==> src/rtl/bp_update_scheduler_pkg.sv <==
// Shared types for the branch-predictor update scheduler: the update record
// carried from the resolution requesters through the queue to the predictor.
package bp_pkg;

  localparam int BP_DEFAULT_DEPTH = 4;
  localparam int BP_NUM_REQ       = 2;

  typedef struct packed {
    logic [31:0] pc;
    logic [31:0] target;
    logic        taken;
    logic        mispredict;
  } bp_update_t;

endpackage

==> src/rtl/bp_update_scheduler_if.sv <==
// Bundle between branch-resolution requesters, the update scheduler and the
// predictor update port. The slave modport is the scheduler's view.
interface bp_update_scheduler_if #(
  parameter int NUM_REQ = bp_pkg::BP_NUM_REQ,
  parameter int DEPTH   = bp_pkg::BP_DEFAULT_DEPTH
);
  // Handshake: requester i transfers when req_valid[i] & req_ready[i] at a rising
  // clk edge; req_ready does not depend on req_valid. update_valid has no ready,
  // the predictor consumes every cycle it is high.
  logic [NUM_REQ-1:0]       req_valid;
  logic [NUM_REQ-1:0]       req_ready;
  logic [NUM_REQ-1:0][31:0] req_pc;
  logic [NUM_REQ-1:0][31:0] req_target;
  logic [NUM_REQ-1:0]       req_taken;
  logic [NUM_REQ-1:0]       req_mispredict;
  logic                     flush;
  logic                     update_valid;
  logic [31:0]              update_pc;
  logic                     update_taken;
  logic [31:0]              update_target;
  logic                     update_mispredict;
  logic [$clog2(DEPTH):0]   occupancy;
  logic [15:0]              mispredict_cnt;

  modport master (
    output req_valid, req_pc, req_target, req_taken, req_mispredict, flush,
    input  req_ready, update_valid, update_pc, update_taken, update_target,
           update_mispredict, occupancy, mispredict_cnt
  );

  modport slave (
    input  req_valid, req_pc, req_target, req_taken, req_mispredict, flush,
    output req_ready, update_valid, update_pc, update_taken, update_target,
           update_mispredict, occupancy, mispredict_cnt
  );
endinterface

==> src/rtl/bp_update_scheduler_fifo.sv <==
// Circular update queue: two ordered write ports (port 1 lands behind port 0),
// one read port showing the head entry, and an occupancy count.
module bp_update_fifo
  import bp_pkg::*;
#(
  parameter int DEPTH = BP_DEFAULT_DEPTH,
  localparam int PW   = $clog2(DEPTH),
  localparam int CW   = PW + 1
) (
  input  logic                 clk,
  input  logic                 rst,
  input  logic                 clear,
  input  logic [1:0]           wr_en,
  input  bp_update_t [1:0]     wr_data,
  input  logic                 rd_en,
  output bp_update_t           rd_data,
  output logic [CW-1:0]        count
);

  bp_update_t    mem [DEPTH];
  logic [PW-1:0] head;
  logic [PW-1:0] tail;
  logic [PW-1:0] tail_p1;

  assign tail_p1 = tail + PW'(1);
  assign rd_data = mem[head];

  // Callers only assert wr_en[1] together with wr_en[0].
  always_ff @(posedge clk) begin
    if (wr_en[0]) mem[tail]    <= wr_data[0];
    if (wr_en[1]) mem[tail_p1] <= wr_data[1];
  end

  always_ff @(posedge clk) begin
    if (rst || clear) begin
      head  <= '0;
      tail  <= '0;
      count <= '0;
    end else begin
      tail  <= tail + PW'(wr_en[0]) + PW'(wr_en[1]);
      head  <= head + PW'(rd_en);
      count <= count + CW'(wr_en[0]) + CW'(wr_en[1]) - CW'(rd_en);
    end
  end

endmodule

==> src/rtl/bp_update_scheduler.sv <==
// Branch-predictor update scheduler: orders resolved branches into a queue and
// streams them to the predictor. Optional same-cycle bypass: BP_UPD_BYPASS_EN.
module bp_update_scheduler
  import bp_pkg::*;
#(
  parameter int NUM_REQ = BP_NUM_REQ,
  parameter int DEPTH   = BP_DEFAULT_DEPTH
) (
  input logic                  clk,
  input logic                  rst,
  bp_update_scheduler_if.slave bus
);

  localparam int CW = $clog2(DEPTH) + 1;

  logic [CW-1:0]      count;
  logic [NUM_REQ-1:0] ready;
  logic [NUM_REQ-1:0] acc;
  bp_update_t [1:0]   ent;
  bp_update_t [1:0]   wr_data;
  logic [1:0]         wr_en;
  bp_update_t         first;
  bp_update_t         second;
  bp_update_t         head_data;
  bp_update_t         upd_data;
  logic               upd_valid;
  logic               head_valid;
  logic               pop;
  logic               swap;
  logic [15:0]        mp_cnt;

  always_comb begin
    for (int i = 0; i < 2; i++) begin
      ent[i].pc         = bus.req_pc[i];
      ent[i].target     = bus.req_target[i];
      ent[i].taken      = bus.req_taken[i];
      ent[i].mispredict = bus.req_mispredict[i];
    end
  end

  // Readiness uses the pre-pop count so a full queue refuses even while draining.
  assign ready[0]   = !rst && !bus.flush && (count < CW'(DEPTH));
  assign ready[1]   = !rst && !bus.flush && (count < CW'(DEPTH - 1));
  assign acc        = bus.req_valid & ready;
  assign head_valid = (count != '0);
  assign pop        = head_valid && !bus.flush && !rst;

  // A lone mispredict from requester 1 jumps ahead of a correct-path requester 0.
  assign swap   = acc[0] && acc[1] && ent[1].mispredict && !ent[0].mispredict;
  assign first  = (swap || !acc[0]) ? ent[1] : ent[0];
  assign second = swap ? ent[0] : ent[1];

`ifdef BP_UPD_BYPASS_EN
  logic bypass;
  assign bypass     = !head_valid && (acc != '0);
  assign wr_en      = bypass ? {1'b0, &acc} : {&acc, |acc};
  assign wr_data[0] = bypass ? second : first;
  assign wr_data[1] = second;
  assign upd_valid  = bypass || pop;
  assign upd_data   = bypass ? first : head_data;
`else
  assign wr_en      = {&acc, |acc};
  assign wr_data[0] = first;
  assign wr_data[1] = second;
  assign upd_valid  = pop;
  assign upd_data   = head_data;
`endif

  bp_update_fifo #(.DEPTH(DEPTH)) u_fifo (
    .clk     (clk),
    .rst     (rst),
    .clear   (bus.flush),
    .wr_en   (wr_en),
    .wr_data (wr_data),
    .rd_en   (pop),
    .rd_data (head_data),
    .count   (count)
  );

  always_ff @(posedge clk) begin
    if (rst) begin
      mp_cnt <= '0;
    end else if (upd_valid && upd_data.mispredict && (mp_cnt != 16'hFFFF)) begin
      mp_cnt <= mp_cnt + 16'd1;
    end
  end

  assign bus.req_ready         = ready;
  assign bus.update_valid      = upd_valid;
  assign bus.update_pc         = rst ? '0 : upd_data.pc;
  assign bus.update_target     = rst ? '0 : upd_data.target;
  assign bus.update_taken      = rst ? 1'b0 : upd_data.taken;
  assign bus.update_mispredict = rst ? 1'b0 : upd_data.mispredict;
  assign bus.occupancy         = count;
  assign bus.mispredict_cnt    = mp_cnt;

endmodule
==> src/flat_wrapper.sv <==
// flat-port wrapper written by rule: the top's interface ports become plain ports
module bp_update_scheduler_flat import bp_pkg::*;
#(
  parameter int NUM_REQ = BP_NUM_REQ,
  parameter int DEPTH   = BP_DEFAULT_DEPTH
)
  (clk, rst, bus_req_valid, bus_req_pc, bus_req_target, bus_req_taken, bus_req_mispredict, bus_flush, bus_req_ready, bus_update_valid, bus_update_pc, bus_update_taken, bus_update_target, bus_update_mispredict, bus_occupancy, bus_mispredict_cnt);
  bp_update_scheduler_if #(.NUM_REQ(NUM_REQ), .DEPTH(DEPTH)) bus_i ();
  input logic clk;
  input logic rst;
  input wire logic [$bits(bus_i.req_valid)-1:0] bus_req_valid;
  input wire logic [$bits(bus_i.req_pc)-1:0] bus_req_pc;
  input wire logic [$bits(bus_i.req_target)-1:0] bus_req_target;
  input wire logic [$bits(bus_i.req_taken)-1:0] bus_req_taken;
  input wire logic [$bits(bus_i.req_mispredict)-1:0] bus_req_mispredict;
  input wire logic [$bits(bus_i.flush)-1:0] bus_flush;
  output wire logic [$bits(bus_i.req_ready)-1:0] bus_req_ready;
  output wire logic [$bits(bus_i.update_valid)-1:0] bus_update_valid;
  output wire logic [$bits(bus_i.update_pc)-1:0] bus_update_pc;
  output wire logic [$bits(bus_i.update_taken)-1:0] bus_update_taken;
  output wire logic [$bits(bus_i.update_target)-1:0] bus_update_target;
  output wire logic [$bits(bus_i.update_mispredict)-1:0] bus_update_mispredict;
  output wire logic [$bits(bus_i.occupancy)-1:0] bus_occupancy;
  output wire logic [$bits(bus_i.mispredict_cnt)-1:0] bus_mispredict_cnt;
  assign bus_i.req_valid = bus_req_valid;
  assign bus_i.req_pc = bus_req_pc;
  assign bus_i.req_target = bus_req_target;
  assign bus_i.req_taken = bus_req_taken;
  assign bus_i.req_mispredict = bus_req_mispredict;
  assign bus_i.flush = bus_flush;
  assign bus_req_ready = bus_i.req_ready;
  assign bus_update_valid = bus_i.update_valid;
  assign bus_update_pc = bus_i.update_pc;
  assign bus_update_taken = bus_i.update_taken;
  assign bus_update_target = bus_i.update_target;
  assign bus_update_mispredict = bus_i.update_mispredict;
  assign bus_occupancy = bus_i.occupancy;
  assign bus_mispredict_cnt = bus_i.mispredict_cnt;
  bp_update_scheduler #(.NUM_REQ(NUM_REQ), .DEPTH(DEPTH)) u_core (.clk(clk), .rst(rst), .bus(bus_i));
endmodule
==> config.mk <==
export PLATFORM = sky130hd
export DESIGN_NAME = bp_update_scheduler_flat
export DESIGN_NICKNAME = d
export VERILOG_FILES = /design/src/rtl/bp_update_scheduler_pkg.sv /design/src/rtl/bp_update_scheduler_if.sv /design/src/rtl/bp_update_scheduler_fifo.sv /design/src/rtl/bp_update_scheduler.sv /design/src/flat_wrapper.sv
export SDC_FILE = /design/constraint.sdc
export NUM_CORES = 1
export LEC_CHECK = 0
export ABC_CLOCK_PERIOD_IN_PS = 13500
export CORE_MARGIN = 2
export CORE_UTILIZATION = 52
export CTS_CLUSTER_DIAMETER = 60
export DETAILED_ROUTE_END_ITERATION = 10
export DONT_BUFFER_PORTS = 1
export PLACE_DENSITY = 0.67
export RECOVER_POWER = 100
export SYNTH_ARGS = -nofsm -noshare
export SYNTH_HDL_FRONTEND = slang
export SYNTH_SLANG_ARGS = --single-unit
==> constraint.sdc <==
create_clock -name clk -period 13.5 [get_ports clk]
set_input_delay 2.7 -clock clk [delete_from_list [all_inputs] [get_ports clk]]
set_output_delay 2.7 -clock clk [all_outputs]
set_load 0.02 [all_outputs]
Word level (Yosys, flattened, before mapping) --
Memory sizes are Yosys's and may differ from the RTL's. A register that Yosys moved wholly into a read port is not among the register bits. Index checks and enable logic that the tools add are counted.
Operators by class: bitwise gates (word level) 1, reductions and logical operators 19, magnitude comparators 2, add/sub/neg operators 8, equal/unequal tests 1, muxes and demuxes 11
Operators with widths (number):
- 66-bit two-way mux | 2
- 32-bit two-way mux | 2
- 16-bit by 1-bit adder with 16-bit output, second input constant | 1
- 16-bit inequality test, second input constant | 1
- 1-bit logical AND | 10
- 2-bit by 1-bit adder with 2-bit output | 3
- 3-bit by 1-bit adder with 3-bit output | 2
- 1-bit two-way mux | 6
- 1-bit zero test | 4
- 3-bit by 2-bit less-than comparator with 1-bit output, second input constant | 1
- 3-bit less-than comparator, second input constant | 1
- 3-bit nonzero test | 1
- 3-bit by 1-bit subtractor with 3-bit output | 1
- 2-bit by 1-bit adder with 2-bit output, second input constant | 1
- 2-bit AND | 1
- 1-bit logical OR | 2
- 2-bit two-way mux | 1
- 2-bit AND reduction | 1
- 2-bit OR reduction | 1
Word-level totals: RAM bits 264, word-level logic and storage cells 47, bits in registers 23, memories kept 1, output and inout bits 88, bits of input ports 137
Memories:
- u_core.u_fifo.mem | depth 4, bits a word 66, rd ports 1, clocked after memory_dff 1, wr ports 2, line bp_update_scheduler_fifo.sv:20 | bp_update_t mem [DEPTH];

Depth between registers and ports, before layout --
Gate-level depths: netlist of run 1.
word-level depth 9, mapped depth 10, depth with buffers taken out 10

Cells and area by module --
Synthesis of run 1 repeated with hierarchy kept, for this count alone.
Unflattened totals: cell total of the unflattened synthesis 1003, area total of the unflattened synthesis 16402.0 um2
By module, submodules not included:
- bp_update_fifo | cells an instance 675, area each 13085.0 um2, sequential area each 8067.7 um2, instances 1
- bp_update_scheduler | cells an instance 328, area each 3316.9 um2, sequential area each 320.3 um2, instances 1

Least setup slack after synthesis of run 1 --
No wires, ideal clock.
kind input-to-reg, start input port bus_req_valid[1], end memory u_core.u_fifo.mem[0][0] (netlist bit) (enable), path slack 6.314 ns, data arrival time 6.675 ns, data required time 12.988 ns, library setup time 0.512 ns, stages 4, path buffers 0, path through a21boi_2 -> and3_1 -> o21ai_0 -> a21oi_1
RTL lines:
- start, declared | line flat_wrapper.sv:11 | input wire logic [$bits(bus_i.req_valid)-1:0] bus_req_valid;
- end, declared | line bp_update_scheduler_fifo.sv:20

==> reports/metrics.csv, run 1 <==
metric,value,unit
Root Buffer,clkbuf_16,
drt drc,0,
"FF+latch count, synth",287,
Most used DFF post-synth,edfxtp_1,
top-area cell type share of the netlist area,50.7,%
status,"finished, violations left",
Max-slew headroom,-211,%
Final GP Congestion,0.857,
Leakage,0.00495,uW
minimum clock period,7600,ps
via count,7787,
First DRT Iteration DRCs,364,
Die Y,177,um
I/O pin total,225,
leading area contributor after synthesis,edfxtp_1,
vias in the first global route,8232,
clock net sink count,287,
VDD IR max,0.0933,mV
Ys Warns,0,
Fin Clk Skew,13.6,ps
data required time of the critical path,13490,ps
Cells after Synth,881,
number of distinct library cells after synthesis,53,
Max-Cap Viols,13,
Antenna Nets Post-Route,0,
core area,29600,sq um
area grow syn2layout,1.83,%
Cell Rows,63,
initial antenna violation count,0,
Overflow after GRT,0,
total wire length,33000,um
Max Clock Freq,132,MHz
gr usage total,20.2,%
full die area,31400,sq um
Hold Path Class,flop to flop,
"top cells by area, synth","edfxtp_1 (51%), mux2_4 (19%), mux4_2 (9.5%)",
Mapped Area,15600,sq um
Non-Filler Instances,1286,
postcts setup bufs,0,
port bufs,0,
die width,177,um
critical path type,input pin to flop,
antenna cell count,0,
CTS tree,yes,
Worst EP arrival,7590,ps
DR pass1 iterations,4,
WL per Instance,25.7,um
worst skew pair latency,490,ps
cell count after placement,1225,
Final setup violation count,0,
Slew @ Worst Pin,4660,ps
Initial Util,52.7,%
Vias/cell,6.06,
CP startpoint kind,input pin,
register area share after synthesis,53.7,%
hold_buf cts,0,
ys async rst share,0,%
share of cells above drive strength 1,20.1,%
Post-synth EDFFs,264,
HPWL after DPL,18900,um
RSZ-0062 raised after global routing,no,
Syn Nets,1025,
pin count of the biggest net entering global routing,72,
Critical Path Fanout Max,66,
TNS Setup,0,ps
Bufs on Longest Clock Path,3,
Fill cells,2542,
CP Capture Type,flop,
PD cells,128,nW/um^2
CTS buffer count,35,
failing checks,"max-capacitance violations, max-slew violations",
clock-pin transition on the worst setup and hold timing paths,60,ps
CTS H-Tree Depth,2,
final net count,1016,
Mapped Avg Cell Area,17.7,sq um
fin. max-slew vios,608,
Post-CTS Resized,0,
first-pass GRT wire length,47400,um
Final Cycle Share,56.3,%
final hold violations,0,
==> path summary, 6_finish.rpt <==
path	from	endpoint	slack, ps	depth (start not counted)
worst max register to register	u_core.u_fifo.count[2]	u_core.u_fifo.mem[1][58]	7220	7
worst min register to register	u_core.bus.mispredict_cnt[7]	u_core.bus.mispredict_cnt[7]	620	2
worst min-delay path	u_core.bus.mispredict_cnt[7]	u_core.bus.mispredict_cnt[7]	620	2
worst max-delay path	bus_req_valid[1]	u_core.u_fifo.mem[1][58]	5900	5
==> worst max-delay path, stage by stage <==
cell	delay, ps
a21boi_0	1000
maj3_1	380
nand2_1	100
nor2_4	90
clkbuf_1	3250
==> cells in the mapped netlist (all sizes together) (2+ instances only) <==
library cell / instances
a21oi: 14
and2: 69
and3: 2
and4: 2
buf: 44
clkbuf: 15
dfxtp: 23
edfxtp: 264
fa: 3
ha: 4
inv: 12
mux2: 265
mux4: 66
nand2: 8
nand3: 4
nand4: 5
nor2: 17
nor2b: 6
nor3: 2
nor4: 4
nor4b: 2
o21ai: 8
o21bai: 2
o311ai: 4
o31ai: 4
o41ai: 3
or2: 3
or3: 2
or4: 6
xnor2: 6
==> cells by family after synthesis <==
kind of cell,count (synthesis),synth area share [%]
fa+ha+maj,8,0.769
buf+inv,71,4.35
compound gates,38,1.86
flops,287,53.7
mux,332,33.5
xor+xnor,7,0.392
simple gates,138,5.45
==> layout by cell type (no fill, tap or decap), types with 3 or more instances in the layout <==
cell type and instances:
nor2_1 16, a21oi_1 11, nor2b_1 6, xnor2_1 6, nand3_1 4, mux2_1 211
inv_1 12, mux2_4 11, o311ai_0 4, clkbuf_16 37, or4_1 6, or2_2 3
o31ai_1 4, and2_0 67, fa_1 3, dfxtp_1 21, mux2_2 43, o41ai_1 3
a21oi_4 3, clkbuf_1 19, o21ai_0 8, nor4_1 3, mux4_2 66, clkinv_1 7
nand4_1 4, ha_1 4, edfxtp_1 264, nand2_1 8
==> stage by stage <==
step / utilization [%] / instance area (sq um) / total power [uW] / worst slack [ps] / hold slack (ps)
2_1_floorplan: - / 15600 / 1180 / 6310 / 555
3_3_place_gp: 52.7 / 15600 / 1200 / 7030 / 592
3_5_place_dp: 52.7 / 15600 / 1200 / 6920 / 605
4_1_cts: 56.4 / 16700 / 2090 / 6910 / 618
5_1_grt: 53.7 / 15900 / 2100 / 5620 / 640
6_report: 53.7 / 15900 / 2040 / 5900 / 618
==> report_power, final <==
part           internal (uW)  total, uW  switching, uW
Combinational           64.0        142           78.3
Sequential               998       1000           6.11
Clock                    538        891            353
Total                   1600       2040            437
==> cell type report <==
class | instances | area [sq um] | area share [%]
Multi-Input combinational cell | 523 | 5830 | 36.6
Inverter | 12 | 45.0 | 0.283
Timing Repair Buffer | 13 | 56.3 | 0.354
Clock inverter | 16 | 138 | 0.865
Tap cell | 390 | 488 | 3.07
Clock buffer | 45 | 956 | 6.01
Sequential cell | 287 | 8400 | 52.8
==> state kept, by name (all words and copies together), names as in the netlist <==
signal	count
u_core.u_fifo.head	2
u_core.bus.mispredict_cnt	16
u_core.u_fifo.count	3
u_core.u_fifo.mem	264
u_core.u_fifo.tail	2
==> routing by layer <==
metal  vias up  track usage (%)  share of wire [%]  wire, um
met3        50             6.21                8.9      2930
met1      3987             23.8                 39     13000
met2       303             35.6                 50     16400
li1       3447                -                  -         -
met4         0             6.18                2.3       749
met5         -                0                  0         0
Note: power is estimated with default switching activity, not from simulation.
==> run 2: changes to the inputs <==
ABC_AREA = 1   (was default)
ABC_CLOCK_PERIOD_IN_PS = 7700   (was 13500)
clock period = 7.7 ns   (was 13.5 ns; I/O delays follow)
==> run 2 against run 1 <==
Effect of this change:
- the run still ends with max-capacitance violations, max-slew violations left
- largest power group unchanged
- wire length up 69%
- sequential power up 78%
- worst setup slack worse by 4400 ps
- die area up 11%
- clock-buffer cell count unchanged
- area after synthesis up 11%
- flip-flop and latch count unchanged
==> reports/metrics.csv, run 2 <==
metric,value,unit,change
WL per Instance,21.0,um,-18%
adder-cell share of the synthesized area,0.636,%,-0.13 points
leading area contributor after synthesis,edfxtp_1,,
worst skew pair latency,520,ps,+30 ps
clock net sink count,287,,unchanged
pin count of the biggest net entering global routing,86,,+19%
Final Cycle Share,80.2,%,
Max Clock Freq,162,MHz,
final net count,2337,,+130%
Max-slew headroom,-124,%,+87 points
Largest Register,u_core.u_fifo.mem,,
CTS buffer count,35,,unchanged
Syn Nets,2427,,+140%
critical path type,input pin to flop,,
Critical Path Fanout Max,81,,+23%
top-area cell type share of the netlist area,45.8,%,-5.0 points
Ys Warns,0,,unchanged
Overflow after GRT,0,,unchanged
Final setup violation count,0,,unchanged
clock-pin transition on the worst setup and hold timing paths,50,ps,about the same
full die area,34800,sq um,+11%
Mapped Avg Cell Area,7.59,sq um,-57%
"commonest cells after routing, fill and taps aside","nand3_1 (663), nand2_1 (470), nor2_1 (295), edfxtp_1 (264), inv_1 (162)",,
antenna cell count,0,,unchanged
Antenna Nets Post-Route,0,,unchanged
simple-gate share of the synthesized area,36.3,%,+31 points
crit path from,rst,,
CP startpoint kind,input pin,,
final hold violations,0,,unchanged
CTS H-Tree Depth,2,,unchanged
RSZ-0062 raised after global routing,no,,
Cells after Synth,2283,,+160%
Hold Path Origin,u_core.bus.mispredict_cnt[4],,
CTS tree,yes,,
Die Y,187,um,+5.2%
vias in the first global route,15810,,+92%
max reg flops,264,,unchanged
die width,187,um,+5.2%
core area,32700,sq um,+10%
Post-synth EDFFs,264,,unchanged
Mapped Area,17300,sq um,+11%
HPWL after DPL,30000,um,+59%
Worst EP arrival,6210,ps,-1380 ps
number of distinct library cells after synthesis,27,,-49%
Vias/cell,6.14,,+1.4%
Fin Clk Skew,15.6,ps,+2.03 ps
post-synthesis mux area share,0,%,-33 points
Post-CTS Resized,0,,unchanged
gr usage total,31.5,%,+11 points
Fin Hold WS,621,ps,+3.71 ps
Register Area,8390,sq um,about the same
Fill cells,3051,,+20%
Final GP Congestion,0.878,,+2.5%
First DRT Iteration DRCs,1504,,+310%
port bufs,0,,unchanged
reg2reg start,u_core.u_fifo.count[2],,
minimum clock period,6170,ps,
Cell Rows,66,,+4.8%
Bufs on Longest Clock Path,3,,unchanged
"FF+latch count, synth",287,,unchanged
VDD IR max,0.153,mV,+64%
"commonest non-fill, non-tap cell in the layout",nand3_1,,
PD cells,207,nW/um^2,+62%
largest family of logic cells by synthesized area,simple AND/OR/NAND/NOR gates,,
share of cells above drive strength 1,3.70,%,-16 points
Hold Path Class,flop to flop,,
Setup WS pre-CTS,2700,ps,-4220 ps
initial antenna violation count,1,,+1
Max-Cap Viols,8,,-5
placed inst area,17500,sq um,+12%
Leakage,0.00778,uW,+57%
failing checks,"max-capacitance violations, max-slew violations",,
CP Capture Type,flop,,
hold_buf cts,0,,unchanged
final core utilization,56.6,%,+2.9 points
status,"finished, violations left",,
data required time of the critical path,7740,ps,-5750 ps
DR pass1 iterations,6,,+2
Initial Util,53.0,%,+0.27 points
compound-gate portion of the synthesized area,6.54,%,+4.7 points
via count,16323,,+110%
register area share after synthesis,48.4,%,-5.3 points
most common cell in the netlist,nand3_1,,
ys async rst share,0,%,unchanged
"top cells by area, synth","edfxtp_1 (46%), nand3_1 (19%), nand2_1 (10%)",,
"Design Area, Final",18500,sq um,+16%
I/O pin total,225,,unchanged
TNS Setup,0,ps,unchanged
final setup margin,1530,ps,-4370 ps
Synth Area in XOR/XNOR,0.455,%,+0.063 points
area grow syn2layout,6.83,%,
postcts setup bufs,0,,unchanged
total wire length,55800,um,+69%
multi-input logic area,7620,sq um,+31%
fin. max-slew vios,359,,-41%
synth cell count leaders,"nand3_1 (665), nand2_1 (470), nor2_1 (294)",,
Most used DFF post-synth,edfxtp_1,,
first-pass GRT wire length,86300,um,+82%
drt drc,0,,unchanged
Slew @ Worst Pin,3350,ps,-1310 ps
Root Buffer,clkbuf_16,,
[run 2: power by group]
group | internal [uW] | switching, uW | leakage [uW]
clock | 1020 | 644 | 0.000565
sequential | 1770 | 12.7 | 0.00258
combinational | 102 | 293 | 0.00463
total | 2890 | 949 | 0.00778
[run 2: cell type report]
| type | count | share of cell area (%) |
|---|---|---|
| clock buffers | 45 | 5.22 |
| clock inverters | 16 | 1.01 |
| inverters | 166 | 3.38 |
| multi-input cells | 1678 | 41.2 |
| flip-flops and latches | 287 | 45.3 |
| well taps | 442 | 2.99 |
| repair buffers | 25 | 0.886 |
[run 2: worst paths after layout]
| kind | end | slack, ps | cells past startpoint |
|---|---|---|---|
| max | u_core.u_fifo.mem[1][53] | 1530 | 6 |
| min | u_core.bus.mispredict_cnt[4] | 620 | 2 |
| max reg2reg | u_core.u_fifo.mem[1][53] | 2090 | 8 |
| min reg2reg | u_core.bus.mispredict_cnt[4] | 620 | 2 |
[run 2: routing by layer]
layer	share of wire [%]	GRT usage [%]	vias up
met5	0.014	0	-
li1	-	-	7580
met4	4.8	16.4	2
met2	48	53.3	991
met1	38	38.5	7516
met3	10	5.91	234
[run 2: per-stage QoR]
stage | std cells | power, uW
detailed placement | 2598 | 2200
CTS | 2659 | 3840
global placement | 2598 | 2190
finish | 2659 | 3840
floorplan | 2283 | 2110
global route | 2659 | 3950
[run 2: cells by family (layout without fill, tap and decap cells)]
kind of cell,Yosys count,after routing
simple gates,1438,1438
xor+xnor,9,9
flops,287,287
buf+inv,318,252
compound gates,224,224
fa+ha+maj,7,7
[run 2: worst max-delay path: stages]
cell and delay (ps):
nor2_1 270, nand4_1 280, nor2_4 650, nand3_4 680
o31ai_1 280, clkbuf_1 2390
